### config.mk
export PLATFORM = sky130hd
export DESIGN_NAME = pp_uart_tx_fifo
export DESIGN_NICKNAME = d
export VERILOG_FILES = /design/src/rtl/pp_uart_tx_fifo.sv
export SDC_FILE = /design/constraint.sdc
export NUM_CORES = 1
export LEC_CHECK = 0
export ABC_AREA = 1
export ABC_CLOCK_PERIOD_IN_PS = 2500
export CAP_MARGIN = 20
export CELL_PAD_IN_SITES_DETAIL_PLACEMENT = 1
export CELL_PAD_IN_SITES_GLOBAL_PLACEMENT = 1
export CORE_UTILIZATION = 46
export DETAILED_ROUTE_END_ITERATION = 10
export HOLD_SLACK_MARGIN = 0.08
export PLACE_DENSITY_LB_ADDON = 0.3
export RECOVER_POWER = 100
export SYNTH_ARGS = -nofsm -noshare
export SYNTH_HDL_FRONTEND = slang
export SYNTH_SLANG_ARGS = --single-unit
export TNS_END_PERCENT = 100
### constraint.sdc
create_clock -name clk -period 2.5 [get_ports clk]
set_input_delay 0.375 -clock clk [delete_from_list [all_inputs] [get_ports clk]]
set_output_delay 0.375 -clock clk [all_outputs]
set_load 0.01 [all_outputs]
### src/rtl/pp_uart_tx_fifo.sv
// pp_uart_tx_fifo: FIFO-buffered UART transmitter with 5-8 data bits, parity, 1/2 stop bits and break
// Ports:
//   clk, rst (async, active-low), soft_rst (sync, active-low)
//   baud_tick             one-clk pulse at OVERSAMPLE x baud
//   wr_valid/wr_data/wr_ready   character push interface
//   tx_en                 gates the start of new frames
//   cfg_len/cfg_parity/cfg_stop  frame format, latched at frame start
//   cfg_break             hold the line low (sampled only while idle)
//   uart_tx               registered serial line
//   tx_busy, tx_done      transmitter activity and end-of-frame pulse
//   fifo_level, fifo_empty  FIFO status
module pp_uart_tx_fifo #(
  parameter int OVERSAMPLE = 16,
  parameter int FIFO_DEPTH = 8,
  parameter int LVL_W = $clog2(FIFO_DEPTH) + 1
) (
  input  logic             clk,
  input  logic             rst,
  input  logic             soft_rst,
  input  logic             baud_tick,
  input  logic             wr_valid,
  input  logic [7:0]       wr_data,
  output logic             wr_ready,
  input  logic             tx_en,
  input  logic [1:0]       cfg_len,
  input  logic [2:0]       cfg_parity,
  input  logic             cfg_stop,
  input  logic             cfg_break,
  output logic             uart_tx,
  output logic             tx_busy,
  output logic             tx_done,
  output logic [LVL_W-1:0] fifo_level,
  output logic             fifo_empty
);
  localparam int AW = $clog2(FIFO_DEPTH);
  localparam int TW = $clog2(OVERSAMPLE);
  typedef enum logic [2:0] {IDLE, START, DATA, PARITY, STOP, BRK, MARK} stateT;
  stateT state, stateNext;
  logic [7:0] mem [FIFO_DEPTH];
  logic [AW-1:0] wrPtr, rdPtr;
  logic [TW-1:0] tickCnt;
  logic [2:0] bitCnt;
  logic stopCnt, stopR, parEn, parBit;
  logic [1:0] lenR;
  logic [7:0] shiftReg, shiftNext, popData;
  logic push, pop, cellEnd, lastBit, txNext, doneNext, rawPar;
  assign wr_ready = fifo_level < LVL_W'(FIFO_DEPTH);
  assign fifo_empty = fifo_level == '0;
  assign tx_busy = state != IDLE;
  assign push = wr_valid && wr_ready;
  assign pop = state == IDLE && baud_tick && !cfg_break && tx_en && !fifo_empty;
  assign cellEnd = baud_tick && tickCnt == TW'(OVERSAMPLE - 1);
  assign lastBit = bitCnt == {1'b0, lenR} + 3'd4;
  assign popData = mem[rdPtr];
  // even parity of the low cfg_len+5 bits of the character being popped
  assign rawPar = ^(popData & (8'hff >> (2'd3 - cfg_len)));
  always_ff @(posedge clk)
    if (push) mem[wrPtr] <= wr_data;
  always_comb begin
    stateNext = state;
    doneNext = 1'b0;
    case (state)
      IDLE:   stateNext = !baud_tick ? IDLE : cfg_break ? BRK : pop ? START : IDLE;
      START:  stateNext = cellEnd ? DATA : START;
      DATA:   stateNext = !(cellEnd && lastBit) ? DATA : parEn ? PARITY : STOP;
      PARITY: stateNext = cellEnd ? STOP : PARITY;
      STOP: begin
        doneNext = cellEnd && stopCnt == stopR;
        stateNext = doneNext ? IDLE : STOP;
      end
      BRK:    stateNext = (cellEnd && !cfg_break) ? MARK : BRK;
      MARK:   stateNext = cellEnd ? IDLE : MARK;
      default: stateNext = IDLE;
    endcase
    shiftNext = pop ? popData : (state == DATA && cellEnd) ? {1'b0, shiftReg[7:1]} : shiftReg;
    // the line is registered from the next state so it moves one clk after the deciding tick
    txNext = (stateNext == START || stateNext == BRK) ? 1'b0 :
             stateNext == DATA ? shiftNext[0] :
             stateNext == PARITY ? parBit : 1'b1;
  end
  always_ff @(posedge clk or negedge rst)
    if (!rst) begin
      state <= IDLE;
      uart_tx <= 1'b1;
      tx_done <= 1'b0;
      shiftReg <= '0;
      tickCnt <= '0;
      bitCnt <= '0;
      stopCnt <= 1'b0;
      wrPtr <= '0;
      rdPtr <= '0;
      fifo_level <= '0;
      lenR <= '0;
      stopR <= 1'b0;
      parEn <= 1'b0;
      parBit <= 1'b0;
    end else if (!soft_rst) begin
      state <= IDLE;
      uart_tx <= 1'b1;
      tx_done <= 1'b0;
      shiftReg <= '0;
      tickCnt <= '0;
      bitCnt <= '0;
      stopCnt <= 1'b0;
      wrPtr <= '0;
      rdPtr <= '0;
      fifo_level <= '0;
      lenR <= '0;
      stopR <= 1'b0;
      parEn <= 1'b0;
      parBit <= 1'b0;
    end else begin
      state <= stateNext;
      uart_tx <= txNext;
      tx_done <= doneNext;
      shiftReg <= shiftNext;
      tickCnt <= (state == IDLE || cellEnd) ? '0 : baud_tick ? tickCnt + TW'(1) : tickCnt;
      bitCnt <= pop ? '0 : (state == DATA && cellEnd) ? bitCnt + 3'd1 : bitCnt;
      stopCnt <= pop ? 1'b0 : (state == STOP && cellEnd) ? 1'b1 : stopCnt;
      wrPtr <= push ? wrPtr + AW'(1) : wrPtr;
      rdPtr <= pop ? rdPtr + AW'(1) : rdPtr;
      fifo_level <= fifo_level + LVL_W'(push) - LVL_W'(pop);
      if (pop) begin
        lenR <= cfg_len;
        stopR <= cfg_stop;
        parEn <= cfg_parity != 3'd0 && cfg_parity <= 3'd4;
        parBit <= cfg_parity == 3'd1 ? ~rawPar : cfg_parity == 3'd2 ? rawPar : cfg_parity == 3'd3;
      end
    end
endmodule

==> impl_results.rst, run 1 <==
.. list-table::
   :header-rows: 1

   * - Metric
     - Value
   * - Run status
     - complete, but fails checks
   * - Violated checks
     - capacitance limit, slew limit
   * - Layout Area Growth over Synthesis
     - 11.6%
   * - Combined area of all synthesized cells
     - 0.00512 mm^2
   * - Placer Congestion
     - 0.790
   * - Routed WL per cell
     - 16.7 um
   * - Iteration-0 DRC count of the detailed router
     - 203
   * - Total Routing Usage GR
     - 24.1%
   * - Worst EP arrival
     - approximately 2.6 ns
   * - Number of cells on the worst reg-to-reg path
     - 11
   * - Number of buffers on the longest clock path
     - 2
   * - Post-Synthesis Mean Instance Area
     - 9.07 um^2
   * - Design area
     - 0.00571 mm^2
   * - Via density per instance
     - between 5 and 6
   * - Share of synthesized registers carrying an async set or reset
     - ~36%
   * - Crit path required time
     - 2.77 ns
   * - Type of destination of the critical path
     - register
   * - R2r endpoint
     - fifo_level[2]
   * - Full die area
     - around 0.012 mm^2
   * - Placed Instances
     - between 700 and 800
   * - DRT Wirelength
     - 12600 um
   * - Worst Path Class, Setup
     - reg -> reg
   * - Insertion delay to the later sink of the worst-skew pair
     - 0.38 ns
   * - Unrepaired setup endpoints after global routing
     - no
   * - Leading post-synthesis cells by cell area
     - sky130_fd_sc_hd__edfxtp_1, sky130_fd_sc_hd__dfrtp_1, sky130_fd_sc_hd__nand2_1, sky130_fd_sc_hd__inv_1, sky130_fd_sc_hd__nand3_1
   * - Tightest Hold Check Type
     - reg -> reg
   * - Clock transition at the registers of the reported paths
     - 0.10 ns
   * - Distinct cell type count after synthesis
     - 42
   * - Max incr delay on CP
     - approximately 0.39 ns
   * - Highest net fanout along the worst path
     - 4
   * - DIE WIDTH
     - 107 um
   * - Maximum resistive drop on vdd
     - 0.394 mV
   * - Critical path buffer and inverter count
     - 2
   * - Internal reg-to-reg setup slack
     - 0.19 ns
   * - Slew of the pin with the lowest slew margin
     - 1.98 ns
   * - Fin crit period
     - roughly 2.3 ns
   * - Number of instances resized during post-cts repair
     - 0
   * - Number of antenna violations at the first check in global routing
     - 0
   * - Antenna Diode Count
     - 0
   * - Count of pins over their slew limit
     - 37
   * - Leakage Power
     - 2.67 nW
   * - Number of cells in the finished layout apart from fillers
     - 752
   * - Hold-fix buffer count after cts
     - 0
   * - CTS H-tree depth
     - 3
   * - Power density over the cells
     - 687 mW/mm^2
   * - Overall power
     - roughly 4 mW
   * - Die extent in y
     - 107 um
   * - First drt pass iteration count
     - 4
   * - Top cell type by total area after synthesis
     - sky130_fd_sc_hd__edfxtp_1
   * - DPL Wire Length
     - 9070 um
   * - Synthesis Warnings
     - 0
   * - Antenna viol nets, final
     - 0
   * - Critical Path Start Type
     - register
   * - Global-route wire length before repair
     - 20600 um
   * - CTS root buf
     - sky130_fd_sc_hd__clkbuf_8
   * - Family with the most delay on the worst path
     - adder cells
   * - Grt ovf
     - 0
   * - Critical Path Most Common Cell
     - sky130_fd_sc_hd__ha_1
   * - Share of the cycle needed by the critical path after routing
     - 92.2%
   * - Post-synth EDFFs
     - 64
   * - Pin count of the biggest net entering global routing
     - 37
   * - Total number of placement rows
     - 38
   * - Cell type of the slowest stage on the worst timing path
     - sky130_fd_sc_hd__dfrtp_1
   * - Setup Viol. Count Final
     - 0
   * - Ports placed on the boundary
     - 30
   * - Fraction of layout cells with a size suffix above 1
     - 9.48%
   * - Number of synthesized register bits
     - 100
   * - Reg2Reg Launch Point
     - fifo_level[3]
   * - Clock tree from TritonCTS
     - built
   * - Final sum of negative setup slack
     - 0 ns
   * - Fin nets
     - 638
   * - Chain of cells forming the critical path
     - inv_1, ha_1, nand2_1, o211ai_1, nor2_4, ha_1, inv_1, ha_1, fa_2, o21ai_1, a21oi_1
   * - Vias in the first global route
     - 4274
   * - Worst clock skew
     - 0.0123 ns
   * - Worst Hold Launch
     - parBit
   * - Yosys top cell area share
     - 37.6%
   * - Cell count after synthesis
     - 564
   * - Starting Density
     - 47.2%
   * - Placed standard-cell area
     - between 0.005 and 0.006 mm^2
   * - Clock sink count
     - 100
   * - TritonCTS buffer count
     - 9
   * - Core area
     - 0.0108 mm^2
   * - Normalized max-slew margin
     - -31.8%
   * - Number of buffer cells added on primary ports
     - 29
   * - Most common flop cell mapped by yosys
     - sky130_fd_sc_hd__edfxtp_1
   * - Number of cells traversed by the worst hold path
     - 2
   * - Net Count, Synth
     - around 600
   * - Buffer count from post-CTS setup fixing
     - 0
   * - DRC violation count after routing
     - 0
   * - Upper clock frequency limit
     - 0.434 GHz
   * - Total via count after detailed routing
     - 3907
   * - Sequential cell area fraction in the yosys report
     - 55.2%
   * - MaxCap Viol Count
     - 1
   * - Number of hold violations in the final report
     - 0
   * - Worst hold endpoint
     - parBit
## metal layers
layer  vias to the layer above  global-route usage, %  routed length (um)
met1                      1941                   29.6                5480
met3                        20                   5.08                 509
met4                         0                   9.20                 225
li1                       1886                      -                   -
met5                         -                      0                   0
met2                        60                   41.5                6340
## cell type report
cell class,instances,area (um^2)
multi-input combinational,346,1740
sequential,100,2820
inverter,102,388
fill,1291,5130
clock inverter,6,71.3
tap,140,175
timing repair buffer,48,389
clock buffer,10,128
## logic make-up after synthesis
family / after synthesis / synth area share, %
simple gates: 278 / 24.7
buf+inv: 118 / 10.5
mux: 1 / 0.196
fa+ha+maj: 10 / 2.59
flops: 100 / 55.2
compound gates: 53 / 6.16
xor+xnor: 4 / 0.685
## synth_stat cells (4+ instances only)
master and count:
sky130_fd_sc_hd__nand3_1 49, sky130_fd_sc_hd__nor2_1 42, sky130_fd_sc_hd__ha_1 9, sky130_fd_sc_hd__nand2_2 12, sky130_fd_sc_hd__nor3_1 7, sky130_fd_sc_hd__edfxtp_1 64
sky130_fd_sc_hd__dfrtp_1 35, sky130_fd_sc_hd__inv_2 9, sky130_fd_sc_hd__o21ai_0 19, sky130_fd_sc_hd__inv_1 92, sky130_fd_sc_hd__buf_6 9, sky130_fd_sc_hd__nand2_1 152
sky130_fd_sc_hd__o22ai_1 4, sky130_fd_sc_hd__a21oi_1 16
## stage by stage
step	hold WS [ns]	util [%]	setup slack (ns)
6_report	0.503	52.7	0.195
5_1_grt	0.532	52.7	0.0199
4_1_cts	0.105	53.2	0.110
3_5_place_dp	0.474	51.4	0.0442
3_3_place_gp	0.469	51.4	0.171
2_1_floorplan	0.0794	-	0.266
## worst max-delay path by stage
| stage | slack [ns] | end | depth (start not counted) | startpoint |
|---|---|---|---|---|
| after CTS | 0.11 | fifo_level[2] | 11 | fifo_level[3] |
| after detailed placement | 0.04 | fifo_level[2] | 10 | cfg_break |
| final | 0.19 | fifo_level[2] | 11 | fifo_level[3] |
| after global placement | 0.17 | fifo_level[2] | 10 | cfg_break |
| after floorplan | 0.27 | fifo_level[2] | 11 | fifo_level[3] |
| after global routing | 0.02 | shiftReg[1] | 10 | fifo_level[3] |
## report_power, final
group | total (mW) | internal [mW] | switching [mW]
combinational | 0.917 | 0.328 | 0.588
clock | 1.06 | 0.474 | 0.590
sequential | 1.94 | 1.88 | 0.0630
total | 3.92 | 2.68 | 1.24
## worst reg2reg max path, delay by kind of cell, from the launching register on
| family | cells | cell delay (ns) |
|---|---|---|
| AOI/OAI and AO/OA | 3 | 0.54 |
| DFF | 1 | 0.39 |
| and+or+nand+nor | 2 | 0.15 |
| adders and majority gates | 4 | 0.99 |
| buffers and inverters | 2 | 0.13 |
## placed cells by master (no fill, tap or decap), types with 9 or more instances in the layout
cell	n
sky130_fd_sc_hd__nand2_1	153
sky130_fd_sc_hd__inv_1	94
sky130_fd_sc_hd__edfxtp_1	64
sky130_fd_sc_hd__nand3_1	50
sky130_fd_sc_hd__nor2_1	43
sky130_fd_sc_hd__dfrtp_1	35
sky130_fd_sc_hd__o21ai_0	18
sky130_fd_sc_hd__dlygate4sd3_1	18
sky130_fd_sc_hd__a21oi_1	16
sky130_fd_sc_hd__clkbuf_1	12
sky130_fd_sc_hd__nand2_2	11
sky130_fd_sc_hd__clkdlybuf4s50_1	10
sky130_fd_sc_hd__ha_1	9
sky130_fd_sc_hd__clkbuf_8	9
sky130_fd_sc_hd__buf_4	9
## state kept, by name, summed over array words and instances, names as in the netlist, 2 cells and up
register / cells
state: 3
bitCnt: 3
mem: 64
rdPtr: 3
fifo_level: 4
tickCnt: 4
wrPtr: 3
shiftReg: 8
lenR: 2
Power figures use the tool's default switching activity.
==> inputs of run 2 (changes only) <==
--- a/config.mk
+++ b/config.mk
@@ -6,7 +6,6 @@
 export NUM_CORES = 1
 export LEC_CHECK = 0
 export ABC_AREA = 1
-export ABC_CLOCK_PERIOD_IN_PS = 2500
 export CAP_MARGIN = 20
 export CELL_PAD_IN_SITES_DETAIL_PLACEMENT = 1
 export CELL_PAD_IN_SITES_GLOBAL_PLACEMENT = 1
==> results of run 2 <==
The final DEF is identical to that of run 1; final timing and power are the same.
